## src/rtl/n_recombine_6.sv

```systemverilog
// n_recombine_6: rebuilds an index N = Q*6 + R from a packed quotient and
// remainder, passing it through a two-stage valid/ready pipeline.
//
// Ports:
//   clk                      - single clock, rising-edge active
//   reset                    - synchronous active-high reset
//   stream_in_data[7:0]      - [7:3] quotient Q, [2:0] remainder R
//   stream_in_startofpacket  - first beat of a packet
//   stream_in_endofpacket    - last beat of a packet
//   stream_in_valid          - input beat present
//   stream_in_ready          - input beat can be accepted this cycle
//   stream_out_data[6:0]     - reconstructed index (or saturated on error)
//   stream_out_error         - R > 5 or Q*6+R > 127
//   stream_out_startofpacket - forwarded SOP
//   stream_out_endofpacket   - forwarded EOP
//   stream_out_valid         - output beat present
//   stream_out_ready         - downstream accepts the beat this cycle
//
// Parameter SATURATE: nonzero forces error beats to 7'd127, zero passes the
// low 7 bits of the raw sum.
module n_recombine_6 #(
  parameter int unsigned SATURATE = 1
) (
  input  logic       clk,
  input  logic       reset,
  input  logic [7:0] stream_in_data,
  input  logic       stream_in_startofpacket,
  input  logic       stream_in_endofpacket,
  input  logic       stream_in_valid,
  output logic       stream_in_ready,
  output logic [6:0] stream_out_data,
  output logic       stream_out_error,
  output logic       stream_out_startofpacket,
  output logic       stream_out_endofpacket,
  output logic       stream_out_valid,
  input  logic       stream_out_ready
);

  localparam logic [0:0] IDLE   = 1'b0;
  localparam logic [0:0] IN_PKT = 1'b1;

  logic [0:0] state;

  // Stage 1: partial product Q*6 plus remainder and flags
  logic       s1_valid;
  logic [7:0] s1_q6;
  logic [2:0] s1_r;
  logic       s1_rerr;
  logic       s1_sop;
  logic       s1_eop;

  // Stage 2: final result, drives the output stream
  logic       s2_valid;
  logic [6:0] s2_data;
  logic       s2_err;
  logic       s2_sop;
  logic       s2_eop;

  logic [4:0] in_q;
  logic [2:0] in_r;
  logic [7:0] in_q6;
  logic [7:0] s1_sum;
  logic       s1_err;
  logic       s1_adv;
  logic       in_xfer;
  logic       in_keep;

  always_comb begin
    in_q  = stream_in_data[7:3];
    in_r  = stream_in_data[2:0];
    in_q6 = {1'b0, in_q, 2'b00} + {2'b00, in_q, 1'b0};

    // Q <= 31 and R <= 7 keep the sum below 256, so bit 7 never wraps
    s1_sum = s1_q6 + {5'b0, s1_r};
    s1_err = s1_rerr | (s1_sum > 8'd127);

    s1_adv          = s1_valid & (~s2_valid | stream_out_ready);
    stream_in_ready = ~reset & (~s1_valid | s1_adv);
    in_xfer         = stream_in_valid & stream_in_ready;
    // Beats outside a packet are accepted but dropped before stage 1
    in_keep         = in_xfer & ((state == IN_PKT) | stream_in_startofpacket);
  end

  always_ff @(posedge clk) begin
    if (reset) begin
      state <= IDLE;
    end else if (in_xfer) begin
      if (state == IDLE) begin
        if (stream_in_startofpacket && !stream_in_endofpacket) state <= IN_PKT;
      end else if (stream_in_endofpacket) begin
        state <= IDLE;
      end
    end
  end

  always_ff @(posedge clk) begin
    if (reset) begin
      s1_valid <= 1'b0;
      s1_q6    <= '0;
      s1_r     <= '0;
      s1_rerr  <= 1'b0;
      s1_sop   <= 1'b0;
      s1_eop   <= 1'b0;
    end else if (in_keep) begin
      s1_valid <= 1'b1;
      s1_q6    <= in_q6;
      s1_r     <= in_r;
      s1_rerr  <= (in_r > 3'd5);
      s1_sop   <= stream_in_startofpacket;
      s1_eop   <= stream_in_endofpacket;
    end else if (s1_adv) begin
      s1_valid <= 1'b0;
    end
  end

  always_ff @(posedge clk) begin
    if (reset) begin
      s2_valid <= 1'b0;
      s2_data  <= '0;
      s2_err   <= 1'b0;
      s2_sop   <= 1'b0;
      s2_eop   <= 1'b0;
    end else if (s1_adv) begin
      s2_valid <= 1'b1;
      s2_data  <= (s1_err && SATURATE != 0) ? 7'd127 : s1_sum[6:0];
      s2_err   <= s1_err;
      s2_sop   <= s1_sop;
      s2_eop   <= s1_eop;
    end else if (s2_valid && stream_out_ready) begin
      s2_valid <= 1'b0;
    end
  end

  assign stream_out_valid         = s2_valid;
  assign stream_out_data          = s2_data;
  assign stream_out_error         = s2_err;
  assign stream_out_startofpacket = s2_sop;
  assign stream_out_endofpacket   = s2_eop;

endmodule

```

## config.mk

```make
export PLATFORM = sky130hd
export DESIGN_NAME = n_recombine_6
export DESIGN_NICKNAME = d
export VERILOG_FILES = /design/src/rtl/n_recombine_6.sv
export SDC_FILE = /design/constraint.sdc
export NUM_CORES = 1
export LEC_CHECK = 0
export ABC_AREA = 1
export BUFFER_PORTS_ARGS = -buffer_cell sky130_fd_sc_hd__buf_4
export CAP_MARGIN = 10
export CORE_AREA = 2 2 67 69
export CTS_BUF_LIST = sky130_fd_sc_hd__clkbuf_2 sky130_fd_sc_hd__clkbuf_4 sky130_fd_sc_hd__clkbuf_8
export CTS_CLUSTER_SIZE = 8
export DETAILED_ROUTE_END_ITERATION = 12
export DIE_AREA = 0 0 69 71
export PLACE_DENSITY_LB_ADDON = 0.25
export RECOVER_POWER = 25
export SLEW_MARGIN = 20
export SYNTH_ARGS = -nofsm -noshare
export SYNTH_HDL_FRONTEND = slang
export SYNTH_SLANG_ARGS = --single-unit
```

## constraint.sdc

```tcl
create_clock -name clk -period 2.8 [get_ports clk]
set_clock_uncertainty 0.1 [all_clocks]
set_input_delay 0.56 -clock clk [delete_from_list [all_inputs] [get_ports clk]]
set_output_delay 0.56 -clock clk [all_outputs]
set_load 0.02 [all_outputs]
```

Word-level counts from Yosys, hierarchy flattened
Cells that the tools add are included.

$add $sub $neg: 2. Muxes and demuxes: 8. $lt $le $gt $ge: 2. Bitwise logic cells: 11. Div/mod/pow operators: 0. Multipliers: 0. Reduce and logical (&&, ||, !) cells: 5. Shift operators: 0. Equal/unequal tests: 0.

Operators with widths (number): 7-bit by 6-bit adder with 8-bit output (1); 8-bit by 3-bit adder with 8-bit output (1); 8-bit by 7-bit > comparator with 1-bit output, second input constant (1); 1-bit 2-to-1 mux (7); 7-bit 2-to-1 mux (1); 1-bit AND (4); 1-bit bitwise OR (4); 2-bit nonzero test (2); 3-bit > comparator, second input constant (1); 1-bit NOT (3); 1-bit logical AND (2); 1-bit zero test (1).

Memories: 0. ROM bits: 0. Input port bits: 14. RAM bits: 0. Bits in latches: 0. Register bits after elaboration: 27. Output and inout bits: 12. Logic and storage cells: 40.

Depth between registers and ports, before layout
Gate-level depths: netlist of run 1.

Depth after elaboration: 8. Mapped depth: 9. Gate-level depth less buffers: 9.

Least setup slack after synthesis of run 1
OpenSTA, ideal clock, no wires.

Path type: input to register. Start point: input stream_in_data[3]. End point: register s1_q6[6]. Path buffers: 0. Stages: 8. Arrival: 1553 ps. Setup slack: 1033 ps. Setup time: 114 ps. Required time: 2586 ps. Cells stage by stage: ha_1 inv_1 fa_1 nand3b_1 nand2_1 nand2_1 a21oi_1 nor2_1.

Cells in the longest elaborated chain, start to end: 1.

Ends and longest elaborated chain: start, declared (RTL line 26) `input logic [7:0] stream_in_data,`; 7-bit by 6-bit adder with 8-bit output (RTL line 71) `in_q6 = {1'b0, in_q, 2'b00} + {2'b00, in_q, 1'b0};`; end signal, assigned (RTL line 106) `s1_q6 <= in_q6;`; end, declared (RTL line 46) `logic [7:0] s1_q6;`.

Every way passes these cells. A chain may end at the register's enable or synchronous reset.

Worst setup path after layout of run 1
Start point: input reset. End point: register s1_q6[1].

Cells in the longest elaborated chain, start to end: 4.

Ends and longest elaborated chain: start, declared (RTL line 25) `input logic reset,`; 1-bit NOT (RTL line 78) `stream_in_ready = ~reset & (~s1_valid | s1_adv);`; 1-bit AND (RTL line 78); 1-bit AND (RTL line 79) `in_xfer = stream_in_valid & stream_in_ready;`; 1-bit AND (RTL line 81) `in_keep = in_xfer & ((state == IN_PKT) | stream_in_startofpacket);`.

Parallel ways exist; a longest one is shown, timed or not.

==> impl_metrics.tcl, run 1 <==
set metrics [dict create \
    drc 0 \
    nNetsFinal 241 \
    yosysUniqueCellTypes 25 \
    yosys.area_share.simple_pct 31.1 \
    hold_class "reg2reg" \
    cts_buffers 3 \
    synth_cells 192 \
    cts.path.max_buffers 2 \
    final.setup.worst_slack_ns 0.787 \
    wirelength_um 2580 \
    multi_input_area_sq_um 714 \
    grt_max_degree 18 \
    p_int_mw 0.623 \
    synth-edff-count 0 \
    yosysTopAreaCell "dfxtp_1" \
    synth_top_family_by_area "simple AND/OR/NAND/NOR gates" \
    synth_fa_ha_area_share_pct 9.98 \
    min_path_cells 2 \
    finalHoldViolCount 0 \
    cts_tree "built" \
    timing.final.crit_share_pct 71.9 \
    fillCellCount 478 \
    clk_latency_ns 0.27 \
    place_congestion 0.695 \
    period_needed_ns 2.01 \
    maxSlewViolCount 0 \
    power_frac_seq_pct 48.4 \
    final_util_pct 39.5 \
    ctsResizeCount 0 \
    coreArea_sq_mm 0.00420 \
    ys.flop_type "dfxtp_1" \
    worst_pin_slew_ns 0.708 \
    die_y_um 71 \
    required_ns 2.91 \
    fmax_mhz 497 \
    powerDensity_mw_per_mm2 492 \
    p_leak_nw 0.814 \
    ff2ff_path_depth 5 \
    seq_area_frac_synth_pct 37.1 \
    rsz0062_at_grt "false" \
    cp.depth 6 \
    fin_setup_tns_ns 0 \
    maxCapViolCount 0 \
    fp.dieW_um 69 \
    critPathTopFamily "buffers and inverters" \
    htreeDepth 1 \
    p_comb_share_pct 13.8 \
    dr.first_iter.drc_count 46 \
    critPathCaptureType "flop" \
    grt_pass1_wl_um 4610 \
    seq_area_sq_um 520 \
    drtAntennaViolNets 0 \
    outcome "finished, final reports clean" \
    p_sw_mw 0.194 \
    synth-xor-area-share_pct 1.87 \
    wl_per_cell_um 9.64 \
    grt_pass1_vias 1042 \
    dp_hpwl_um 1980 \
    crit_arrival_ns 2.12 \
    slew_headroom_pct 52.6 \
    grt_use_total_pct 11.4 \
    crit_chain "buf_4 -> inv_4 -> nand4_1 -> inv_2 -> nand2_1 -> a21oi_1" \
    io_pins 26 \
    netlist_top_cells_area "dfxtp_1 37%, nand2_1 14%, inv_1 7.2%" \
    initial_utilization_pct 33.4 \
    swShare_pct 23.7 \
    synthMuxAreaShare_pct 0 \
    synth_compound_gate_area_share_pct 9.00 \
    ys_seq_elements 26 \
    layout-drive-gt1-share_pct 15.7 \
    post_dp_cell_area_sq_mm 0.00162 \
    ir_worst_vdd_mv 0.163 \
    async_reset_ff_share_pct 0 \
    cp_num_buf_inv 3 \
    crit_fanout 17 \
    met3_usage_pct 1.85 \
    crit_path_top_delay_cell "nand4_1" \
    dr.pass1.iters 4 \
    met2_usage_pct 17.2 \
    grt_use_met1_pct 16.2 \
    power_mw 0.817 \
    netlist_area_sq_mm 0.00140 \
    final-setup-viol-count 0 \
    yosysTopAreaCellShare_pct 37.1 \
    synth_warnings 0 \
    dr_total_vias 1149 \
    num_antenna_cells 0 \
    std_cell_rows 24 \
    cts.sinks 26 \
    dp_worst_setup_slack_ns 0.847 \
    path_clk_slew_ns 0.09 \
    area_growth_pct 18.2 \
    grt_antenna_before_repair 0 \
    syn_area_per_cell_sq_um 7.31 \
    yosysMostFrequentCell "nand2_1" \
    critPathMaxStageDelay_ns 0.58 \
    syn_nets 216 \
    io_buffers 25 \
    cts_setup_buffers 0 \
    cts-hold-fix-buffers 0 \
    busiest_layer "met2" \
    grt_overflow 0 \
    cts_root_buffer "clkbuf_8" \
    synth.top_cells.by_count "51 x nand2_1, 27 x inv_1, 26 x dfxtp_1" \
    final_area_sq_mm 0.00166 \
    critical_path_class "in2reg" \
    dieArea_sq_mm 0.00490 \
    via_per_inst 4.29 \
    clkPwrFrac_pct 37.8 \
    start_kind "primary input" \
]
## cell usage in the layout, fill, tap and decap left out, types with 2 or more instances in the layout
cell type / Yosys / layout
buf_4: 1 / 20
nand2_1: 51 / 51
clkbuf_1: 1 / 4
nor2_1: 20 / 20
clkbuf_8: 0 / 3
xor2_1: 2 / 2
fa_1: 2 / 2
ha_1: 8 / 8
a21oi_1: 19 / 19
nor2_4: 2 / 2
nand3_1: 8 / 8
o21ai_0: 5 / 5
inv_1: 27 / 28
nand4_1: 5 / 6
dfxtp_1: 26 / 26
nand3_2: 3 / 3
## logic make-up after synthesis
kind of cell | Yosys count
and+or+nand+nor | 93
buffers and inverters | 35
DFF | 26
AOI/OAI and AO/OA | 25
adders and majority gates | 10
xor gates and xnor gates | 3
## worst register-to-register path, delay by kind of cell, from the launching register on
kind	cells	cell delay, ns
flip-flops	1	0.34
buffers and inverters	1	0.44
AND/OR/NAND/NOR	3	0.77
AO/OA/AOI/OAI	1	0.12
## cell type report
type	count	area share [%]
clock buffer	3	2.49
clock inverter	1	1.81
timing repair buffer	25	10.4
inverter	30	6.94
sequential	26	31.4
multi-input combinational	131	43.1
tap	52	3.92
## routing by layer
layer  routed length [um]  up-vias
li1                     -      651
met1                 1320      472
met2                 1120       22
met3                   98        4
met4                   47        0
met5                    0        -
## power by group through the flow
stage	logic [mW]	registers [mW]	clock network, mW
after global placement	0.117	0.405	0
final	0.112	0.396	0.309
after detailed placement	0.117	0.405	0
after CTS	0.118	0.396	0.319
after floorplan	0.0726	0.410	0
after global routing	0.130	0.399	0.330
## worst paths after layout
kind / start / endpoint / slack (ns)
max: reset / s1_q6[1] / 0.79
min: state / state / 0.37
max reg2reg: stream_out_valid / s1_q6[1] / 0.98
min reg2reg: state / state / 0.37
## metrics by stage
stage | hold WS [ns] | instances
after floorplan | 0.336 | 192
after global placement | 0.356 | 264
after detailed placement | 0.357 | 264
after CTS | 0.372 | 268
after global routing | 0.382 | 268
final | 0.367 | 268
No activity file was read; power rests on OpenSTA's default activity.
==> run 2: changes to the inputs <==
==> constraint.sdc (replaced) <==
create_clock -name clk -period 1.8 [get_ports clk]
set_clock_uncertainty 0.1 [all_clocks]
set_input_delay 0.36 -clock clk [delete_from_list [all_inputs] [get_ports clk]]
set_output_delay 0.36 -clock clk [all_outputs]
set_load 0.02 [all_outputs]
==> run 2 against run 1 <==
Against the previous run: critical path depth is 2 higher; setup slack worse by 0.61 ns; final cell count is 0.37% higher; non-clock buffer count is 1 higher; power grew 56%; clock power up 55%; flip-flop and latch count is the same; cell area grew 1.3%; utilization is 0.51 points higher; sequential power grew 56%; largest power group unchanged.
==> impl_metrics.tcl, run 2 (synthesis gave the netlist of run 1 again) <==
set metrics [dict create \
    cp_num_buf_inv 0 \
    crit_path_top_delay_cell "fa_2" \
    final.setup.worst_slack_ns 0.172 \
    critPathTopFamily "adder cells" \
    worst_pin_slew_ns 0.338 \
    grt_overflow 0 \
    timing.final.crit_share_pct 90.4 \
    layout-drive-gt1-share_pct 16.1 \
    cts_buffers 3 \
    cts-hold-fix-buffers 0 \
    grt_pass1_vias 1108 \
    path_clk_slew_ns 0.09 \
    area_growth_pct 19.7 \
    dieArea_sq_mm 0.00490 \
    grt_pass1_wl_um 4660 \
    dp_hpwl_um 1990 \
    dr.first_iter.drc_count 53 \
    fp.dieW_um 69 \
    io_pins 26 \
    critical_path_class "reg2reg" \
    wirelength_um 2660 \
    mostFrequentLayoutCells "51 x nand2_1, 29 x inv_1, 26 x dfxtp_1" \
    clk_latency_ns 0.26 \
    cts_setup_buffers 0 \
    final_common_cell "nand2_1" \
    finalHoldViolCount 0 \
    cts_root_buffer "clkbuf_8" \
    fmax_mhz 614 \
    whs_ns 0.247 \
    drc 0 \
    powerDensity_mw_per_mm2 759 \
    rsz0062_at_grt "false" \
    dr.pass1.iters 4 \
    outcome "finished, final reports clean" \
    io_buffers 25 \
    grt_antenna_before_repair 0 \
    place_congestion 0.770 \
    ir_worst_vdd_mv 0.292 \
    slew_headroom_pct 77.5 \
    hold_class "in2reg" \
    grt_max_degree 18 \
    maxCapViolCount 0 \
    coreArea_sq_mm 0.00420 \
    start_kind "flop" \
    p_leak_nw 0.815 \
    crit_chain "ha_1 -> fa_2 -> nand2_2 -> nor2_4 -> nand3_2 -> nand3_2 -> nor2_1 -> nor2_1" \
    critPathCaptureType "flop" \
    dr_total_vias 1166 \
    critPathMaxStageDelay_ns 0.38 \
    crit_fanout 7 \
    cts.sinks 26 \
    num_antenna_cells 0 \
    die_y_um 71 \
    cts_tree "built" \
    maxSlewViolCount 0 \
    required_ns 1.87 \
    htreeDepth 1 \
    initial_utilization_pct 33.4 \
    cts.path.max_buffers 2 \
    std_cell_rows 24 \
    fin_setup_tns_ns 0 \
    dp_worst_setup_slack_ns 0.0660 \
    final_area_sq_mm 0.00168 \
    period_needed_ns 1.63 \
    power_mw 1.28 \
    wl_per_cell_um 9.90 \
    post_dp_cell_area_sq_mm 0.00163 \
    final-setup-viol-count 0 \
    nNetsFinal 242 \
    via_per_inst 4.33 \
    grt_use_total_pct 11.4 \
    fillCellCount 483 \
    crit_arrival_ns 1.69 \
    drtAntennaViolNets 0 \
]
## run 2: layout make-up
| cell class | count | area [sq um] | area share, % |
|---|---|---|---|
| timing repair buffer | 26 | 176 | 10.5 |
| sequential | 26 | 520 | 31.0 |
| clock inverter | 1 | 30.0 | 1.79 |
| multi-input combinational | 131 | 732 | 43.6 |
| clock buffer | 3 | 41.3 | 2.46 |
| tap | 52 | 65.1 | 3.87 |
| inverter | 30 | 115 | 6.85 |
## run 2: worst reg2reg max path, delay by kind of cell (launching register included)
family / cells / cell delay [ns]
adder cells (fa/ha/maj): 2 / 0.60
flip-flops: 1 / 0.32
AND/OR/NAND/NOR: 6 / 0.50
## run 2: report_power, final
group	total (mW)	internal [mW]	switching, mW
Clock	0.479	0.297	0.182
Combinational	0.181	0.0751	0.106
Sequential	0.616	0.599	0.0174
Total	1.28	0.971	0.305
## run 2: metal layers
metal	track usage, %	part of all wire, %
met5	0	0
met2	18.4	43
met4	5.23	1.5
met3	1.57	3.0
met1	15.3	52
## run 2: per-stage QoR
step / util (%) / std cells
2_1_floorplan: - / 192
3_3_place_gp: 38.7 / 265
3_5_place_dp: 38.7 / 265
4_1_cts: 40.4 / 269
5_1_grt: 40.0 / 269
6_report: 40.0 / 269
## run 2: path summary, 6_finish.rpt
check / startpoint / endpoint / depth (start not counted) / slack (ns)
max: s1_q6[1] / stream_out_data[6] / 8 / 0.17
min: stream_in_endofpacket / state / 4 / 0.25
max reg2reg: s1_q6[1] / stream_out_data[6] / 8 / 0.17
min reg2reg: state / state / 2 / 0.37
## run 2: what timing repair did
action / 4_1_cts / 5_1_grt
endpoints found under the setup margin: 0 / 2
gates resized for setup: 0 / 1
hold endpoints to repair: 0 / 0
